==> src/rtl/gate3_pkg.sv <==
// gate3 shared types: sweep FSM states, last sweep vector and the
// popcount helper used for the majority expectation.
package gate3_pkg;

    typedef enum logic [1:0] {
        IDLE  = 2'd0,
        SWEEP = 2'd1,
        CHECK = 2'd2
    } state_e;

    localparam logic [2:0] SWEEP_LAST = 3'd7;

    function automatic logic [1:0] popcount3(input logic [2:0] v);
        return {1'b0, v[0]} + {1'b0, v[1]} + {1'b0, v[2]};
    endfunction

endpackage

==> src/rtl/gate3_unit_core.sv <==
// gate3_core: combinational per-lane AND3 / OR3 (and MAJ3 when
// GATE3_MAJ_EN is defined). Ports: a_i/b_i/c_i operands; and_o/or_o/maj_o.
module gate3_core #(
    parameter int WIDTH = 1
) (
    input  logic [WIDTH-1:0] a_i,
    input  logic [WIDTH-1:0] b_i,
    input  logic [WIDTH-1:0] c_i,
`ifdef GATE3_MAJ_EN
    output logic [WIDTH-1:0] maj_o,
`endif
    output logic [WIDTH-1:0] and_o,
    output logic [WIDTH-1:0] or_o
);

    assign and_o = a_i & b_i & c_i;
    assign or_o  = a_i | b_i | c_i;
`ifdef GATE3_MAJ_EN
    assign maj_o = (a_i & b_i) | (b_i & c_i) | (a_i & c_i);
`endif

endmodule

==> src/rtl/gate3_unit.sv <==
// gate3_unit: registered lane-parallel AND3/OR3 with a built-in 000..111
// self-test sweep. Ports: clk, rst (async high), in_valid, i1/i2/i3,
// sweep_start -> out_valid, and_o, or_o, sweep_busy, sweep_done,
// sweep_err. Macro GATE3_MAJ_EN adds the registered majority output maj_o.
module gate3_unit
    import gate3_pkg::*;
#(
    parameter int WIDTH = 1
) (
    input  logic             clk,
    input  logic             rst,
    input  logic             in_valid,
    input  logic [WIDTH-1:0] i1,
    input  logic [WIDTH-1:0] i2,
    input  logic [WIDTH-1:0] i3,
    input  logic             sweep_start,
    output logic             out_valid,
    output logic [WIDTH-1:0] and_o,
    output logic [WIDTH-1:0] or_o,
`ifdef GATE3_MAJ_EN
    output logic [WIDTH-1:0] maj_o,
`endif
    output logic             sweep_busy,
    output logic             sweep_done,
    output logic             sweep_err
);

    state_e           state_q;
    logic [2:0]       p_q;
    logic             chk_q;
    logic [2:0]       chk_p_q;
    logic             busy_q;
    logic             done_q;
    logic             err_q;
    logic             ov_q;
    logic [WIDTH-1:0] and_q;
    logic [WIDTH-1:0] or_q;

    logic             sweeping;
    logic             acc_v;
    logic [WIDTH-1:0] op1;
    logic [WIDTH-1:0] op2;
    logic [WIDTH-1:0] op3;
    logic [WIDTH-1:0] and_d;
    logic [WIDTH-1:0] or_d;
    logic [WIDTH-1:0] exp_and;
    logic [WIDTH-1:0] exp_or;
    logic             mism;

    assign sweeping = (state_q == SWEEP);

    // While busy the sweep owns the datapath; in IDLE a start pulse
    // takes priority over an external operand, which is dropped.
    assign acc_v = sweeping ||
                   (state_q == IDLE && in_valid && !sweep_start);

    assign op1 = sweeping ? {WIDTH{p_q[0]}} : i1;
    assign op2 = sweeping ? {WIDTH{p_q[1]}} : i2;
    assign op3 = sweeping ? {WIDTH{p_q[2]}} : i3;

`ifdef GATE3_MAJ_EN
    logic [WIDTH-1:0] maj_d;
    logic [WIDTH-1:0] maj_q;
    logic [WIDTH-1:0] exp_maj;
`endif

    gate3_core #(.WIDTH(WIDTH)) u_core (
        .a_i   (op1),
        .b_i   (op2),
        .c_i   (op3),
`ifdef GATE3_MAJ_EN
        .maj_o (maj_d),
`endif
        .and_o (and_d),
        .or_o  (or_d)
    );

    // Expected result of the vector issued one cycle earlier.
    assign exp_and = (chk_p_q == SWEEP_LAST) ? {WIDTH{1'b1}} : '0;
    assign exp_or  = (chk_p_q == 3'd0) ? '0 : {WIDTH{1'b1}};

`ifdef GATE3_MAJ_EN
    assign exp_maj = (popcount3(chk_p_q) >= 2'd2) ? {WIDTH{1'b1}} : '0;
    assign mism = chk_q && ((and_q != exp_and) ||
                            (or_q != exp_or) ||
                            (maj_q != exp_maj));
`else
    assign mism = chk_q && ((and_q != exp_and) || (or_q != exp_or));
`endif

    always_ff @(posedge clk or posedge rst) begin
        if (rst) begin
            ov_q  <= 1'b0;
            and_q <= '0;
            or_q  <= '0;
        end else begin
            ov_q <= acc_v;
            if (acc_v) begin
                and_q <= and_d;
                or_q  <= or_d;
            end
        end
    end

`ifdef GATE3_MAJ_EN
    always_ff @(posedge clk or posedge rst) begin
        if (rst) begin
            maj_q <= '0;
        end else if (acc_v) begin
            maj_q <= maj_d;
        end
    end
    assign maj_o = maj_q;
`endif

    always_ff @(posedge clk or posedge rst) begin
        if (rst) begin
            state_q <= IDLE;
            p_q     <= 3'd0;
            chk_q   <= 1'b0;
            chk_p_q <= 3'd0;
            busy_q  <= 1'b0;
            done_q  <= 1'b0;
            err_q   <= 1'b0;
        end else begin
            done_q <= 1'b0;
            chk_q  <= 1'b0;
            if (mism) begin
                err_q <= 1'b1;
            end
            unique case (state_q)
                IDLE: begin
                    if (sweep_start) begin
                        state_q <= SWEEP;
                        p_q     <= 3'd0;
                        err_q   <= 1'b0;
                        busy_q  <= 1'b1;
                    end
                end
                SWEEP: begin
                    chk_q   <= 1'b1;
                    chk_p_q <= p_q;
                    p_q     <= p_q + 3'd1;
                    if (p_q == SWEEP_LAST) begin
                        state_q <= CHECK;
                    end
                end
                CHECK: begin
                    state_q <= IDLE;
                    busy_q  <= 1'b0;
                    done_q  <= 1'b1;
                end
                default: begin
                    state_q <= IDLE;
                    busy_q  <= 1'b0;
                end
            endcase
        end
    end

    assign out_valid  = ov_q;
    assign and_o      = and_q;
    assign or_o       = or_q;
    assign sweep_busy = busy_q;
    assign sweep_done = done_q;
    assign sweep_err  = err_q;

endmodule

==> config.mk <==
export PLATFORM = sky130hd
export DESIGN_NAME = gate3_unit
export DESIGN_NICKNAME = d
export VERILOG_FILES = /design/src/rtl/gate3_pkg.sv /design/src/rtl/gate3_unit_core.sv /design/src/rtl/gate3_unit.sv
export SDC_FILE = /design/constraint.sdc
export NUM_CORES = 1
export LEC_CHECK = 0
export ABC_AREA = 1
export BUFFER_PORTS_ARGS = -buffer_cell sky130_fd_sc_hd__buf_4
export CORE_AREA = 2 2 43 45
export DETAILED_ROUTE_END_ITERATION = 10
export DIE_AREA = 0 0 45 47
export GPL_ROUTABILITY_DRIVEN = 0
export PLACE_DENSITY = 0.73
export SYNTH_ARGS = -nofsm -noshare
export SYNTH_HDL_FRONTEND = slang
export SYNTH_HIERARCHICAL = 1
export SYNTH_SLANG_ARGS = --single-unit
==> constraint.sdc <==
create_clock -name clk -period 4 [get_ports clk]
set_input_delay 0.4 -clock clk [delete_from_list [all_inputs] [get_ports clk]]
set_output_delay 0.4 -clock clk [all_outputs]
set_load 0.01 [all_outputs]
# Yosys cells after proc, flatten, opt, wreduce, memory -nomap -nowiden
# Cells that the tools add are included.
totals:
  ff_bits: 15
  inputBits: 7
  output_inout_bits: 6
classes:
  add_sub_neg: 1
  eq_ne: 8
  mux: 17
  bitwise_logic: 5
  reduce_logical: 12
ops:
  columns: ["op", "n"]
  rows:
  - ["1-bit two-way mux", 11]
  - ["3-bit equality test (second input constant)", 2]
  - ["3-bit case mux with 2 select lines", 1]
  - ["2-bit AND reduction", 3]
  - ["2-bit two-way mux", 2]
  - ["2-bit case mux with 2 select lines", 1]
  - ["3-bit by 1-bit adder with 3-bit output (second input constant)", 1]
  - ["1-bit logical AND", 3]
  - ["3-bit logical NOT", 1]
  - ["3-bit two-way mux", 1]
  - ["1-bit bitwise AND", 2]
  - ["2-bit by 1-bit equality test with 1-bit output (second input constant)", 1]
  - ["2-bit equality test (second input constant)", 1]
  - ["2-bit logical NOT", 1]
  - ["1-bit logical OR", 2]
  - ["1-bit inequality test", 2]
  - ["2-bit by 1-bit inequality test with 1-bit output (second input constant)", 1]
  - ["2-bit inequality test (second input constant)", 1]
  - ["1-bit OR", 2]
  - ["1-bit case mux with 2 select lines", 1]
  - ["2-bit nonzero test", 1]
  - ["1-bit logical NOT", 1]
  - ["1-bit inverter", 1]

# Logic depth before layout (Yosys ltp)
logic_depth:
  ltp_word: 8
  depth_mapped: 10
  ltp_nobuf: 9

# Cells and area by module
# Netlist, hierarchy kept.
modules_own_cells:
  columns: ["mod", "instances", "cells_per_inst", "area_per_inst_um2", "seq_area_each_um2"]
  rows:
  - ["gate3_unit", 1, 76, 675.6, 375.4]
  - ["gate3_core", 1, 5, 21.3, 0.0]

# Least setup slack after synthesis
# No wires, ideal clock.
synth_path:
  kind: "register to register"
  startpoint: "reg state_q[1]"
  endpoint: "reg or_q, in the netlist or_o"
  t_arrival_ns: 1.125
  t_required_ns: 3.874
  slack_ns: 2.749
  path_stages_with_launch: 10
  path_cell_list: "dfrtp_1 -> nor2_4 -> inv_4 -> buf_6 -> nand2_1 -> nand2_1 -> nor2_1 -> nand2_1 -> nand2_1 -> o21ai_0"
synth_between:
  elab_chain_cells: 4
  elab_cells_between_ends: 10
synth_lines:
  columns: ["element", "line_no", "rtl"]
  rows:
  - ["start, declared", "gate3_unit.sv:28", "state_e state_q;"]
  - ["start signal, assigned", "gate3_unit.sv:118", "state_q <= IDLE;"]
  - ["start signal, assigned", "gate3_unit.sv:134", "state_q <= SWEEP;"]
  - ["start signal, assigned", "gate3_unit.sv:145", "state_q <= CHECK;"]
  - ["2-bit by 1-bit equality test with 1-bit output", "gate3_unit.sv:50", "assign sweeping = (state_q == SWEEP);"]
  - ["via sweeping", "gate3_unit.sv:39", "logic sweeping;"]
  - ["1-bit two-way mux", "gate3_unit.sv:58", "assign op2 = sweeping ? {WIDTH{p_q[1]}} : i2;"]
  - ["via op2", "gate3_unit.sv:42", "logic [WIDTH-1:0] op2;"]
  - ["1-bit OR (2 in series)", "gate3_unit_core.sv:17", "assign or_o = a_i | b_i | c_i;"]
  - ["via or_d", "gate3_unit.sv:45", "logic [WIDTH-1:0] or_d;"]
  - ["end signal, assigned", "gate3_unit.sv:100", "or_q <= or_d;"]
  - ["end, declared", "gate3_unit.sv:37", "logic [WIDTH-1:0] or_q;"]
# The timed path passes the listed nets, and every way through them passes these cells.
# A chain may end at the register's enable or synchronous reset.

# Final worst setup path
# Same ends and word-level chain as after synthesis.

==> results.md <==
* CTS tree: built
* Die height at 47 um
* CTS clk-pin slew, worst paths at 0.08 ns
* Crit path kind: reg -> reg
* TritonRoute pass-1 iters at 4
* Simple-gate portion of the synthesized area at 0.269
* First-pass GRT wire length at 1830 um
* Antenna violations before repair at 0
* Setup TNS at 0 ns
* Slew margin rel. at 0.625
* Cell leakage power at 0.000447 uW
* # Max-Cap Violations at 0
* CTS resizes at 0
* Avg Cell Area, Syn at 8.60 um^2
* Transition time of the tightest slew-check pin at 0.562 ns
* Final Cell Area at 823 um^2
* CTS Hold Bufs at 0
* CP arrival at 1.44 ns
* Max FO, Critical Path at 12
* Drt drc at 0
* Power density over the cells at 770 mW/mm^2
* Pint at 373 uW
* Fin crit share at 0.318
* Final HPWL DP at 846 um
* CTS Buf Count at 3
* Filler Cell Count at 155
* Post-Synth XOR/XNOR Area at 0
* Die footprint at 0.00212 mm^2
* Reg2Reg Depth at 8
* Post-CTS Setup Bufs at 0
* First DRT Iteration DRCs at 10
* Chip width at 45 um
* Final Hold Vio Count at 0
* Clock Tree Buf Depth at 2
* Max VDD drop at 297 uV
* Grt ovf at 0
* Critical Path End Type: flop
* Clk sink count at 15
* PortBufs at 12
* Post-Syn Area at 697 um^2
* Worst Path Required at 4.16 ns
* Critical path's largest stage delay at 0.42 ns
* Vias in the first global route at 463
* Seq/Total Area, Yosys at 0.539
* Slew Viols, Final at 0
* Fmax at 785 MHz
* Htree depth at 1
* Setup crit start kind: flop
* Min-Delay Path Class: in -> async
* Warnings, synthesis at 6
* Adder-Cell Fraction of Synth Area at 0.0359
* Post-route ant nets at 0
* Cell Chain, Critical Path: nor2_4, inv_4, nand2_1, nand2_1, nor2_1, nand2_1, nand2_1, o21ai_0
* Clock Skews at 0.00320 ns
* Total GRT Usage at 0.126
* Antenna cells at 0
* Initial Util at 0.422
* Register bit total from synthesis at 15
* Synth cell types at 16
* Placed inst area at 797 um^2
* RSZ-0062 raised after global routing: no
* Vias per cell at 4.71
* Layout cell share with drive strength beyond 1 at 0.229
* Most frequent CP cell: nand2_1
* Root Driver: clkbuf_4
* Setup Viol. Count Final at 0
* Largest family of logic cells by synthesized area: simple AND/OR/NAND/NOR gates
* Per-cell routed wire length at 9.68 um
* Register area at 375 um^2
* Sw frac at 0.411
* Compound-cell area share of the yosys netlist at 0.0772
* Via Count at 532
* Fin nets at 106
* Status: completed
* CP max stage cell: dfrtp_1
* Min Clock Period, post-route at 1.27 ns
* Seq pwr share at 0.415
* Rows at 15
* Syn Nets at 90
* Clk_lat worst skew at 0.28 ns
* Clk network pwr share at 0.131
* Post-detailed-routing wire length at 1090 um
* Maximum number of pins on one net before global-route repair at 16
* NetSw at 260 uW
* Area occupied by multi-input gates at 267 um^2
* Placeable Area at 0.00165 mm^2
* Area Growth Syn to Fin at 18.1%
* Comb pwr share at 0.454
* Multiplexer share of the synthesized area at 0
* Post-Synthesis Cells at 81
* I/O pin count at 13
==> path summary, 6_finish.rpt <==
check / from / end / slack [ns]
worst min-delay path: rst / state_q[1]$_DFFE_PP0P_ / 0.17
worst max register to register: state_q[1]$_DFFE_PP0P_ / or_o$_DFFE_PP0P_ / 2.73
max in group asynchronous: rst / or_o$_DFFE_PP0P_ / 3.46
worst max-delay path: state_q[1]$_DFFE_PP0P_ / or_o$_DFFE_PP0P_ / 2.73
worst min register to register: state_q[0]$_DFFE_PP0P_ / sweep_done$_DFF_PP0_ / 0.47
min in group clk: sweep_start / out_valid$_DFF_PP0_ / 0.34
==> cell families (layout without fill, tap and decap cells) <==
| group | after synthesis | after routing |
|---|---|---|
| AOI/OAI and AO/OA | 7 | 7 |
| DFF | 15 | 15 |
| and+or+nand+nor | 45 | 45 |
| adders and majority gates | 2 | 2 |
| buffers and inverters | 12 | 27 |
==> synthesized netlist by cell type <==
library cell	instances	share of area
nand2_1	32	0.17
inv_2	1	0.0054
nand3_1	5	0.036
nor2_1	5	0.027
buf_6	1	0.016
inv_1	9	0.048
dfrtp_1	15	0.54
ha_1	2	0.036
a21oi_1	1	0.0072
o21ai_2	2	0.025
o21ai_4	1	0.023
inv_4	1	0.0090
nand4_1	1	0.0090
o21ai_0	3	0.022
nor2_2	1	0.0090
nor2_4	1	0.016
==> layout by cell type (no fill, tap or decap), drive strengths merged <==
master | synthesis | layout
nor2 | 7 | 7
nand3 | 5 | 5
a21oi | 1 | 1
nand2 | 32 | 32
nand4 | 1 | 1
buf | 1 | 12
o21ai | 6 | 6
inv | 11 | 11
dfrtp | 15 | 15
ha | 2 | 2
clkbuf | 0 | 4
==> per-layer routing <==
layer	vias to the layer above	track usage	routed length [um]
li1	281	-	-
met1	237	0.145	507
met2	10	0.203	506
met3	4	0.0346	56
met4	0	0.0882	23
met5	-	0	0
==> registers in the layout, indices dropped and copies added (netlist names) <==
name        cells
chk_p_q         3
sweep_done      1
or_o            1
sweep_busy      1
sweep_err       1
out_valid       1
and_o           1
p_q             3
state_q         2
chk_q           1
==> per-stage QoR <==
| stage | setup slack (ns) | hold WS, ns | utilization | power, uW | instances |
|---|---|---|---|---|---|
| detailed placement | 2.74 | 0.460 | 0.483 | 560 | 109 |
| finish | 2.73 | 0.171 | 0.498 | 634 | 113 |
| global route | 2.62 | 0.218 | 0.498 | 693 | 113 |
| CTS | 2.72 | 0.184 | 0.498 | 645 | 113 |
| floorplan | 2.75 | 0.301 | - | 488 | 81 |
| global placement | 2.78 | 0.459 | 0.483 | 551 | 109 |
==> power groups by stage <==
stage / sequential [uW] / combinational [uW] / clock, uW
after floorplan: 270 / 218 / 0
after global placement: 265 / 286 / 0
after detailed placement: 267 / 293 / 0
after CTS: 263 / 294 / 87.5
after global routing: 272 / 328 / 93.7
final: 263 / 288 / 83.0
==> worst max-delay path: cells and delay by family, from the launching register on <==
kind            cells  cell delay [ns]
buf+inv             1             0.11
simple gates        6             0.56
compound gates      1             0.06
flops               1             0.42
==> area by class of cell <==
type | instances | share of cell area
clock buffer | 4 | 0.0319
tap | 17 | 0.0258
multi-input combinational | 54 | 0.324
sequential | 15 | 0.456
timing repair buffer | 12 | 0.109
inverter | 11 | 0.0532
No activity file was read; power rests on OpenSTA's default activity.
